$ cat config.mk
export PLATFORM = sky130hd
export DESIGN_NAME = seg_display_ctrl
export DESIGN_NICKNAME = d
export VERILOG_FILES = /design/src/rtl/seg_display_ctrl.sv
export SDC_FILE = /design/constraint.sdc
export NUM_CORES = 1
export LEC_CHECK = 0
export ABC_AREA = 0
export CORE_ASPECT_RATIO = 0.8
export CORE_MARGIN = 2
export CORE_UTILIZATION = 53
export CTS_CLUSTER_DIAMETER = 200
export DETAILED_ROUTE_END_ITERATION = 10
export PLACE_DENSITY = 0.78
export RECOVER_POWER = 50
export SETUP_SLACK_MARGIN = 0.05
export SYNTH_ARGS = -nofsm -noshare
export SYNTH_HDL_FRONTEND = slang
export SYNTH_SLANG_ARGS = --single-unit
$ cat constraint.sdc
create_clock -name clk -period 2.21 [get_ports clk]
set_clock_uncertainty 0.15 [all_clocks]
set_input_delay 0.442 -clock clk [delete_from_list [all_inputs] [get_ports clk]]
set_output_delay 0.442 -clock clk [all_outputs]
set_load 0.05 [all_outputs]
$ cat src/rtl/seg_display_ctrl.sv
// Memory-mapped hex seven-segment display peripheral with enable, blink and per-digit blanking.
// Define SEG_SCAN_EN to build the multiplexed one-digit-at-a-time scan mode.
module seg_display_ctrl #(
  parameter int unsigned         NUM_DIGITS = 4,
  parameter int unsigned         DATA_W     = 16,
  parameter int unsigned         ADDR_W     = 18,
  parameter logic [ADDR_W-1:0]   BASE_ADDR  = 18'h3FF00,
  parameter int unsigned         BLINK_DIV  = 24,
  parameter int unsigned         SCAN_DIV   = 10
) (
  input  logic                    clk,
  input  logic                    reset,
  input  logic [ADDR_W-1:0]       dir_mem_ex,
  input  logic                    write_ext,
  input  logic                    read_ext,
  input  logic [DATA_W-1:0]       data_in,
  output logic [DATA_W-1:0]       data_out,
  output logic                    ack,
  output logic [7*NUM_DIGITS-1:0] seg_out
);

  localparam int unsigned NW = (NUM_DIGITS + 3) / 4;

  logic [3:0]            val [NUM_DIGITS];
  logic                  en;
  logic                  blink;
  logic [NUM_DIGITS-1:0] blank;
  logic [BLINK_DIV-1:0]  blink_cnt;

  logic [ADDR_W-1:0]     offset;
  logic                  is_val, is_ctrl, is_blank, mapped;
  logic                  wr, rd;
  logic [DATA_W-1:0]     rdata;
  logic [7*NUM_DIGITS-1:0] seg_next;

  function automatic logic [6:0] glyph(input logic [3:0] v);
    case (v)
      4'h0: glyph = 7'h40;  4'h1: glyph = 7'h79;
      4'h2: glyph = 7'h24;  4'h3: glyph = 7'h30;
      4'h4: glyph = 7'h19;  4'h5: glyph = 7'h12;
      4'h6: glyph = 7'h02;  4'h7: glyph = 7'h78;
      4'h8: glyph = 7'h00;  4'h9: glyph = 7'h10;
      4'hA: glyph = 7'h08;  4'hB: glyph = 7'h03;
      4'hC: glyph = 7'h46;  4'hD: glyph = 7'h21;
      4'hE: glyph = 7'h06;  default: glyph = 7'h0E;
    endcase
  endfunction

  assign offset = dir_mem_ex - BASE_ADDR;

  always_comb begin
    is_val   = offset < ADDR_W'(NW);
    is_ctrl  = offset == ADDR_W'(NW);
    is_blank = offset == ADDR_W'(NW + 1);
    mapped   = (dir_mem_ex >= BASE_ADDR) && (is_val || is_ctrl || is_blank);
    wr       = write_ext && mapped;
    // a simultaneous read is dropped in favour of the write
    rd       = read_ext && !write_ext && mapped;
  end

  always_comb begin
    rdata = '0;
    if (is_val) begin
      for (int unsigned d = 0; d < NUM_DIGITS; d++)
        if (offset == ADDR_W'(d / 4)) rdata[(d % 4) * 4 +: 4] = val[d];
    end else if (is_ctrl) begin
      rdata[1:0] = {blink, en};
    end else if (is_blank) begin
      rdata[NUM_DIGITS-1:0] = blank;
    end
  end

`ifdef SEG_SCAN_EN
  localparam int unsigned IDX_W = (NUM_DIGITS > 1) ? $clog2(NUM_DIGITS) : 1;

  logic [SCAN_DIV-1:0] scan_cnt;
  logic [IDX_W-1:0]    scan_idx;

  always_ff @(posedge clk or negedge reset) begin
    if (!reset) begin
      scan_cnt <= '0;
      scan_idx <= '0;
    end else begin
      scan_cnt <= scan_cnt + SCAN_DIV'(1);
      if (&scan_cnt) begin
        if (scan_idx == IDX_W'(NUM_DIGITS - 1)) scan_idx <= '0;
        else                                   scan_idx <= scan_idx + IDX_W'(1);
      end
    end
  end
`endif

  always_comb begin
    seg_next = '1;
    for (int unsigned i = 0; i < NUM_DIGITS; i++) begin
      logic lit;
      lit = en && !blank[i] && !(blink && blink_cnt[BLINK_DIV-1]);
`ifdef SEG_SCAN_EN
      lit = lit && (scan_idx == IDX_W'(i));
`endif
      seg_next[7*i +: 7] = lit ? glyph(val[i]) : 7'h7F;
    end
  end

  always_ff @(posedge clk or negedge reset) begin
    if (!reset) begin
      for (int unsigned d = 0; d < NUM_DIGITS; d++) val[d] <= '0;
      en        <= 1'b1;
      blink     <= 1'b0;
      blank     <= '0;
      blink_cnt <= '0;
      data_out  <= '0;
      ack       <= 1'b0;
      seg_out   <= {NUM_DIGITS{7'h40}};
    end else begin
      ack       <= wr || rd;
      data_out  <= rd ? rdata : '0;
      blink_cnt <= blink_cnt + BLINK_DIV'(1);
      if (wr && is_val) begin
        for (int unsigned d = 0; d < NUM_DIGITS; d++)
          if (offset == ADDR_W'(d / 4)) val[d] <= data_in[(d % 4) * 4 +: 4];
      end
      if (wr && is_ctrl) begin
        en    <= data_in[0];
        blink <= data_in[1];
        // restart the period on blink enable so the display opens lit
        if (data_in[1] && !blink) blink_cnt <= '0;
      end
      if (wr && is_blank) blank <= data_in[NUM_DIGITS-1:0];
      seg_out <= seg_next;
    end
  end

endmodule

# Word-level counts from Yosys, hierarchy flattened
# Memories as Yosys holds them, arrays and structs flattened.
# Index checks and enable logic that the tools add are counted.
[classes] addsub=2 n_shift=0 reduce_logical=29 n_mux=16 order_cmp=2 eq_ne=2 mul=0 div_mod_pow=0 bitwise=0
[ops] operator="$mux 24" n=2
[ops] operator="$mux 7" n=4
[ops] operator="$add 24x1->24 const B" n=1
[ops] operator="$mux 4" n=6
[ops] operator="$eq 18x1->1 const B" n=1
[ops] operator="$eq 18x2->1 const B" n=1
[ops] operator="$ge 18x18->1 const B" n=1
[ops] operator="$logic_not 18->1" n=1
[ops] operator="$lt 18x1->1 const B" n=1
[ops] operator="$sub 18x18->18 const B" n=1
[ops] operator="$logic_and 1x1->1" n=17
[ops] operator="$mux 16" n=1
[ops] operator="$mux 12" n=1
[ops] operator="$logic_not 1->1" n=7
[ops] operator="$mux 2" n=2
[ops] operator="$logic_or 1x1->1" n=3
[ops] operator="$reduce_and 2->1" n=1
[word_totals] input_bits=38 register_bits=91 output_inout_bits=45 latchBits=0 romBits=448 word_cells=66 ramBits=0 memories=4
[mem_list] memory="(no name shown)" depth=16 width=7 rd=1 rd_clocked_by_memory_dff=0 wr=0 line="37" text="case (v)"
[mem_list] memory="(no name shown)" depth=16 width=7 rd=1 rd_clocked_by_memory_dff=0 wr=0 line="37"
[mem_list] memory="(no name shown)" depth=16 width=7 rd=1 rd_clocked_by_memory_dff=0 wr=0 line="37"
[mem_list] memory="(no name shown)" depth=16 width=7 rd=1 rd_clocked_by_memory_dff=0 wr=0 line="37"

# Longest topological paths before layout
# Gate-level depths: netlist of run 1.
[logic_depth] depth_word=8 mapped_depth=6 depth_no_buf=6

# Worst setup path after synthesis of run 1
# Ideal clock, no wire load.
[synth_timing] path_kind="in2reg" from="input port dir_mem_ex[4]" to="register data_out[5]" t_required_ns=1.978 setup_time_ns=0.082 path_slack_ns=-0.229 t_arrival_ns=2.206 path_stages=6 path_buffers=2 path_cell_list="or4_4 > or4_1 > buf_2 > or3_1 > buf_6 > nor3_2"
[synth_between] elab_chain_len=7 elab_cells_between_ends=13 cone_classes="add/sub: 1; order compare: 2; eq/ne: 2; mux: 3; reduce/logical: 5"
[synth_lines] item="from (decl)" line="13" text="input logic [ADDR_W-1:0] dir_mem_ex,"
[synth_lines] item="$sub 18x18->18" line="49" text="assign offset = dir_mem_ex - BASE_ADDR;"
[synth_lines] item="$lt 18x1->1 or $eq 18x1->1 (tied branches)" line="52, 53"
[synth_lines] item="$logic_or 1x1->1 (2 in series)" line="55" text="mapped = (dir_mem_ex >= BASE_ADDR) && (is_val || is_ctrl || is_blank);"
[synth_lines] item="$logic_and 1x1->1" line="55"
[synth_lines] item="$logic_and 1x1->1" line="58" text="rd = read_ext && !write_ext && mapped;"
[synth_lines] item="$mux 16 *" line="117" text="data_out <= rd ? rdata : '0;"
[synth_lines] item="to (signal assigned)" line="117"
[synth_lines] item="to (decl)" line="17" text="output logic [DATA_W-1:0] data_out,"
# Every way passes the cells marked *; elsewhere a longest branch is shown, timed or not.
# A chain may end at the register's enable or synchronous reset.

# Worst setup path in the final report of run 1
[layout_timing] from="input port dir_mem_ex[10]" to="register data_out[13]"
# Same word-level chain as after synthesis.

==> metrics.cfg, run 1 <==
[run_status]
run_status=finished clean

[floorplanning]
core_sq_um=8370
dieArea_sq_um=9290
dieWidth_um=107
io_pins=83
initial_core_util=0.540
num_rows=30
die_h_um=86.6

[finish]
fill_cells=624
fin_nets=571
area_growth_pct=28.5
antennaDiodeCount=0
fin_util=0.694
drive_gt1_frac=0.168

[logic_synthesis]
synth_most_common_cell=dfrtp_1
synthArstFlopShare=1.00
synth_area_per_cell_sq_um=10.9
yosysSeqAreaShare=0.505
synth_top_area_share=0.476
yosys_register_bits=91
yosys_warnings=0
synth.top_cells.by_count=dfrtp_1, nand2_1, nor2_1
yosys.area.top_type=dfrtp_1
ys_top_cells_by_area=dfrtp_1, ha_1, mux2_2, o211ai_1, dfstp_2
synth_cell_types=41
ys.flop_type=dfrtp_1
synth_edf_count=0
syn-cell-area_sq_um=4520
syn_nets=478
netlist_instances=415

[routing]
routed_wl_mm=9.76
drc_errors=0
vias_per_cell=5.54
route.vias.total=3460
ant_nets=0
firstDrtPassIters=4
wire_per_inst_um=15.6
drtIter0Drc=171

[power]
power_density_nw_per_um2=500
leakage_nw=2.44
ir_worst_vdd_mv=0.310

[cts]
htree_levels=3
clk_latency_ns=0.35
clk_pin_slew_ns=0.09
root_buffer=clkbuf_8
cts_made_buffers=9
clk_path_buf_depth=2
clock_sinks=91
cts_tree=done

[critical_path]
crit_family=simple AND/OR/NAND/NOR gates
crit_type=primary input to flop
start_kind=primary input
required_ns=2.34
path_buf_inv=2
path_max_fanout=5
slowest_stage=or4_4
arrival_ns=2.26
worstPathCellList=clkdlybuf4s50_1 -> nand4_1 -> or4_4 -> or3_4 -> buf_8 -> nor3_4
cp_slowest_stage_delay_ns=0.53
endpoint_kind=flop

[grt]
track_usage=0.225
grt_first_pass_wirelength_mm=16.3
antenna_found_initial=0
gr-total-overflow=0
grt_max_degree=49
first_global_vias=3445

[place]
place_hpwl_mm=7.03
gp_congestion=0.840
post-place-ws_ns=-0.577
io_buffers=82

[sta]
setup_viol=0
maxSlewHeadroom=0.582
hold_violations=0
slew_violations=0
fmax_mhz=469
worstMarginPinSlew_ns=0.628
period_needed_ns=2.13
min_period_over_period=0.965
rsz0062_at_grt=true
setup_ws_ns=0.0773

[flow_run]
maxCapViolations=0

[worst_hold_path]
hold_class=flop to flop

## through the flow
stage	power, mW	instance area, sq um	TNS [ns]	cells	hold WS [ns]
floorplan	1.72	4530	-2.04	415	-0.00359
global placement	1.84	5540	-25.16	606	0.202
global route	3.04	5810	0	625	0.361
finish	2.90	5810	0	625	0.346
CTS	2.94	5790	0	625	0.349
detailed placement	1.84	5540	-26.62	606	0.203
## report_power, final
part           internal (mW)  total (mW)  switching, mW  leakage, nW
Sequential              1.67        1.67        0.00355         1.11
Combinational         0.0651       0.129         0.0640         1.24
Clock                  0.530        1.10          0.574       0.0943
## final timing paths
kind | cells past startpoint | to | slack (ns) | from
min reg2reg | 1 | blink_cnt[0] | 0.35 | blink_cnt[0]
max | 6 | data_out[13] | 0.08 | dir_mem_ex[10]
max reg2reg | 4 | blink_cnt[23] | 0.20 | blink_cnt[5]
min | 1 | blink_cnt[0] | 0.35 | blink_cnt[0]
max in group asynchronous | 3 | blink_cnt[21] | 0.60 | reset
min in group asynchronous | 2 | seg_out[21] | 0.36 | reset
## final cells by class
type	count	area, sq um	share of cell area
clock buffer	11	131	0.0226
clock inverter	5	60.1	0.0103
inverter	13	48.8	0.00840
multi-input combinational	290	2140	0.369
sequential	91	2280	0.393
tap	112	140	0.0241
timing repair buffer	103	1000	0.173
## what timing repair did
| action | 4_1_cts | 5_1_grt |
|---|---|---|
| endpoints found under the setup margin | 54 | 23 |
| gates cloned | 1 | 0 |
| resized for setup | 28 | 10 |
| hold buffers | 1 | 0 |
| buffers inserted | 1 | 0 |
| endpoints found under the hold margin | 17 | 0 |
| pin swaps | 6 | 2 |
## per-layer routing
metal  vias to the layer above  routed length [um]  track usage
met3                        10                 529       0.0586
met4                         0                 154       0.0815
li1                       1682                   -            -
met1                      1689                4100        0.276
met5                         -                   0            0
met2                        79                4980        0.387
## logic make-up (layout without fill, tap and decap cells)
| logic type | after synthesis | count (layout) | share of synthesized area |
|---|---|---|---|
| fa+ha+maj | 25 | 25 | 0.0692 |
| simple gates | 148 | 148 | 0.181 |
| mux | 36 | 36 | 0.0896 |
| flops | 91 | 91 | 0.505 |
| compound gates | 70 | 70 | 0.103 |
| buf+inv | 34 | 132 | 0.0307 |
| xor+xnor | 11 | 11 | 0.0213 |
## placed cells by master, fill, tap and decap left out, types with 6 or more instances in the layout
master and count:
dfrtp_1 86, clkdlybuf4s50_1 58, nand2_1 35, nor2_1 28
mux2_2 26, ha_1 25, o211ai_1 22, buf_4 20
a21oi_1 16, nand3_1 14, inv_1 13, nand4_1 9
nand2b_1 9, mux2i_1 9, clkbuf_8 9, or4_1 8
o21ai_0 8, dlygate4sd2_1 8, o31ai_1 7, dlymetal6s2s_1 7
xnor2_1 6, o21a_1 6
## registers in the layout, summed over array words and instances, names as in the netlist
name,cells
blink,1
val,16
ack,1
data_out,16
blink_cnt,24
en,1
seg_out,28
blank,4
Power figures use the tool's default switching activity.
==> run 2: changes to the inputs <==
--- a/config.mk
+++ b/config.mk
@@ -7,12 +7,12 @@
 export LEC_CHECK = 0
 export ABC_AREA = 0
 export CORE_ASPECT_RATIO = 0.8
-export CORE_MARGIN = 2
 export CORE_UTILIZATION = 53
 export CTS_CLUSTER_DIAMETER = 200
 export DETAILED_ROUTE_END_ITERATION = 10
+export GPL_TIMING_DRIVEN = 0
 export PLACE_DENSITY = 0.78
-export RECOVER_POWER = 50
+export RECOVER_POWER = 100
 export SETUP_SLACK_MARGIN = 0.05
 export SYNTH_ARGS = -nofsm -noshare
 export SYNTH_HDL_FRONTEND = slang
==> run 2 against run 1 <==
  * Via count up 3.0%
  * First-iteration DRC count down 11%
  * Global-route usage rose by 2.6 points
  * Sequential share of layout area grew 0.83 points
  * Final area decreased by 2.0%
  * Critical endpoint is now data_out[15]
  * Highest routed layer unchanged
==> metrics.cfg, run 2 (same netlist as run 1, synthesis figures left out) <==
[sta]
period_needed_ns=2.15  ; +0.0135 ns
setup_tns_ns=0  ; unchanged
min_period_over_period=0.971  ; +0.00611
maxSlewHeadroom=0.433  ; -0.148
worstMarginPinSlew_ns=0.850  ; +0.223 ns
rsz0062_at_grt=true
fin_hold_ws_ns=0.332  ; -0.0134 ns
fmax_mhz=466  ; -0.63%
slew_violations=0  ; unchanged
setup_viol=0  ; unchanged
hold_violations=0  ; unchanged

[place]
io_buffers=80  ; -2.4%
gp_congestion=0.836  ; -0.52%
place_hpwl_mm=7.21  ; +2.6%

[finish]
fill_cells=600  ; -3.8%
final_common_cell=dfrtp_1
fin_nets=578  ; +1.2%
antennaDiodeCount=0  ; unchanged
largest_register_ff_count=28  ; unchanged
area_growth_pct=25.9
top_regs=seg_out: 28 flops, blink_cnt: 24 flops
drive_gt1_frac=0.142  ; -0.0253
final_cell_mix=dfrtp_1, clkdlybuf4s50_1, nand2_1
top_register=seg_out

[critical_path]
worstPathCellList=dlygate4sd3_1
reg2reg_depth=5  ; +1
arrival_ns=1.55  ; -0.71 ns
slowest_stage=dlygate4sd3_1
path_buf_inv=1  ; -1
crit_type=flop to output pin
path_max_fanout=1  ; -4
start_kind=flop
cp_slowest_stage_delay_ns=0.87  ; +0.34 ns
crit_family=buffers and inverters
endpoint_kind=output pin
required_ns=1.62  ; -0.72 ns
crit_cells=1  ; -5

[cts]
cts_made_buffers=9  ; unchanged
cts_tree=done
clk_latency_ns=0.37  ; +0.02 ns
clk_pin_slew_ns=0.09  ; about the same
clock_sinks=91  ; unchanged
clk_path_buf_depth=2  ; unchanged
htree_levels=3  ; unchanged
root_buffer=clkbuf_8

[grt]
grt_max_degree=59  ; +20%
gr-total-overflow=0  ; unchanged
first_global_vias=3479  ; +0.99%
antenna_found_initial=0  ; unchanged
track_usage=0.251  ; +0.0262
grt_first_pass_wirelength_mm=17.3  ; +6.6%

[routing]
ant_nets=0  ; unchanged
routed_wl_mm=10.4  ; +6.1%
drc_errors=0  ; unchanged
wire_per_inst_um=16.5  ; +5.6%
firstDrtPassIters=5  ; +1
route.vias.total=3564  ; +3.0%
drtIter0Drc=152  ; -11%
vias_per_cell=5.68  ; +2.5%

[floorplanning]
initial_core_util=0.559  ; +0.0186
die_h_um=84.6  ; -2.3%
io_pins=83  ; unchanged
dieWidth_um=105  ; -1.9%
dieArea_sq_um=8910  ; -4.1%
num_rows=29  ; -3.3%
core_sq_um=8090  ; -3.3%

[worst_hold_path]
holdPathStages=1  ; unchanged
hold_class=flop to flop

[power]
ir_worst_vdd_mv=0.411  ; +33%
leakage_nw=2.26  ; -7.4%
power_density_nw_per_um2=512  ; +2.6%

[flow_run]
maxCapViolations=0  ; unchanged

[run_status]
run_status=finished clean

[run 2: cell types whose count changed in the layout (fill, tap and decap cells not counted), moves of 3 or more]
cell	change
dlymetal6s2s_1	-3
clkbuf_8	+3
clkbuf_2	+5
clkdlybuf4s50_1	-4
dlygate4sd3_1	+4
clkinv_4	+3
buf_4	-15
nor3_1	+3
clkbuf_1	+20
[run 2: layout make-up]
cell class,count,area [sq um],share of cell area
Inverter,13,48.8,0.00857
Tap cell,108,135,0.0237
Buffer,20,86.3,0.0152
Sequential cell,91,2280,0.401
Clock buffer,12,165,0.0290
Timing Repair Buffer,90,815,0.143
Clock inverter,4,33.8,0.00593
Multi-Input combinational cell,290,2130,0.373
[run 2: power breakdown]
| group | switching [mW] | internal, mW |
|---|---|---|
| clock | 0.613 | 0.507 |
| combinational | 0.0667 | 0.0605 |
| sequential | 0.00350 | 1.67 |
| total | 0.683 | 2.23 |
[run 2: worst reg2reg max path, cell delays in order, from the launching register on]
cell,delay (ns)
dfrtp_1,0.44
nand3_2,0.14
or4_4,0.57
clkbuf_2,0.20
or3_1,0.32
a21oi_1,0.15
[run 2: timing repair]
action / 4_1_cts / 5_1_grt
gates resized for setup: 36 / 13
pin swaps: 9 / 4
cloned: 1 / 0
hold buffers: 1 / 0
setup endpoints to repair: 58 / 44
buffers inserted: 4 / 3
endpoints found under the hold margin: 30 / 0
[run 2: through the flow]
step                utilization  power (mW)  setup WS (ns)  instance area, sq um  instances
finish                    0.704        2.92         0.0638                  5690        628
global route              0.704        3.02         0.0189                  5690        628
CTS                       0.714        2.95        -0.0516                  5770        626
detailed placement        0.678        1.84          -1.14                  5490        604
global placement          0.675        1.83          -2.64                  5460        603
floorplan                     -        1.72        -0.0700                  4530        415
[run 2: final timing paths]
kind / from / end / slack, ns
max: data_out[15] / data_out[15] / 0.06
min: blink_cnt[0] / blink_cnt[0] / 0.33
max reg2reg: blink_cnt[3] / blink_cnt[15] / 0.18
min reg2reg: blink_cnt[0] / blink_cnt[0] / 0.33
max in group asynchronous: reset / blink_cnt[2] / 0.36
min in group asynchronous: reset / seg_out[5] / 0.55
[run 2: metal layers]
metal  wire (um)  GRT usage  vias up
met5           0          0        -
met4          96     0.0666        0
met3         515     0.0683       10
met2        5130      0.413       93
met1        4610      0.330     1773
li1            -          -     1688
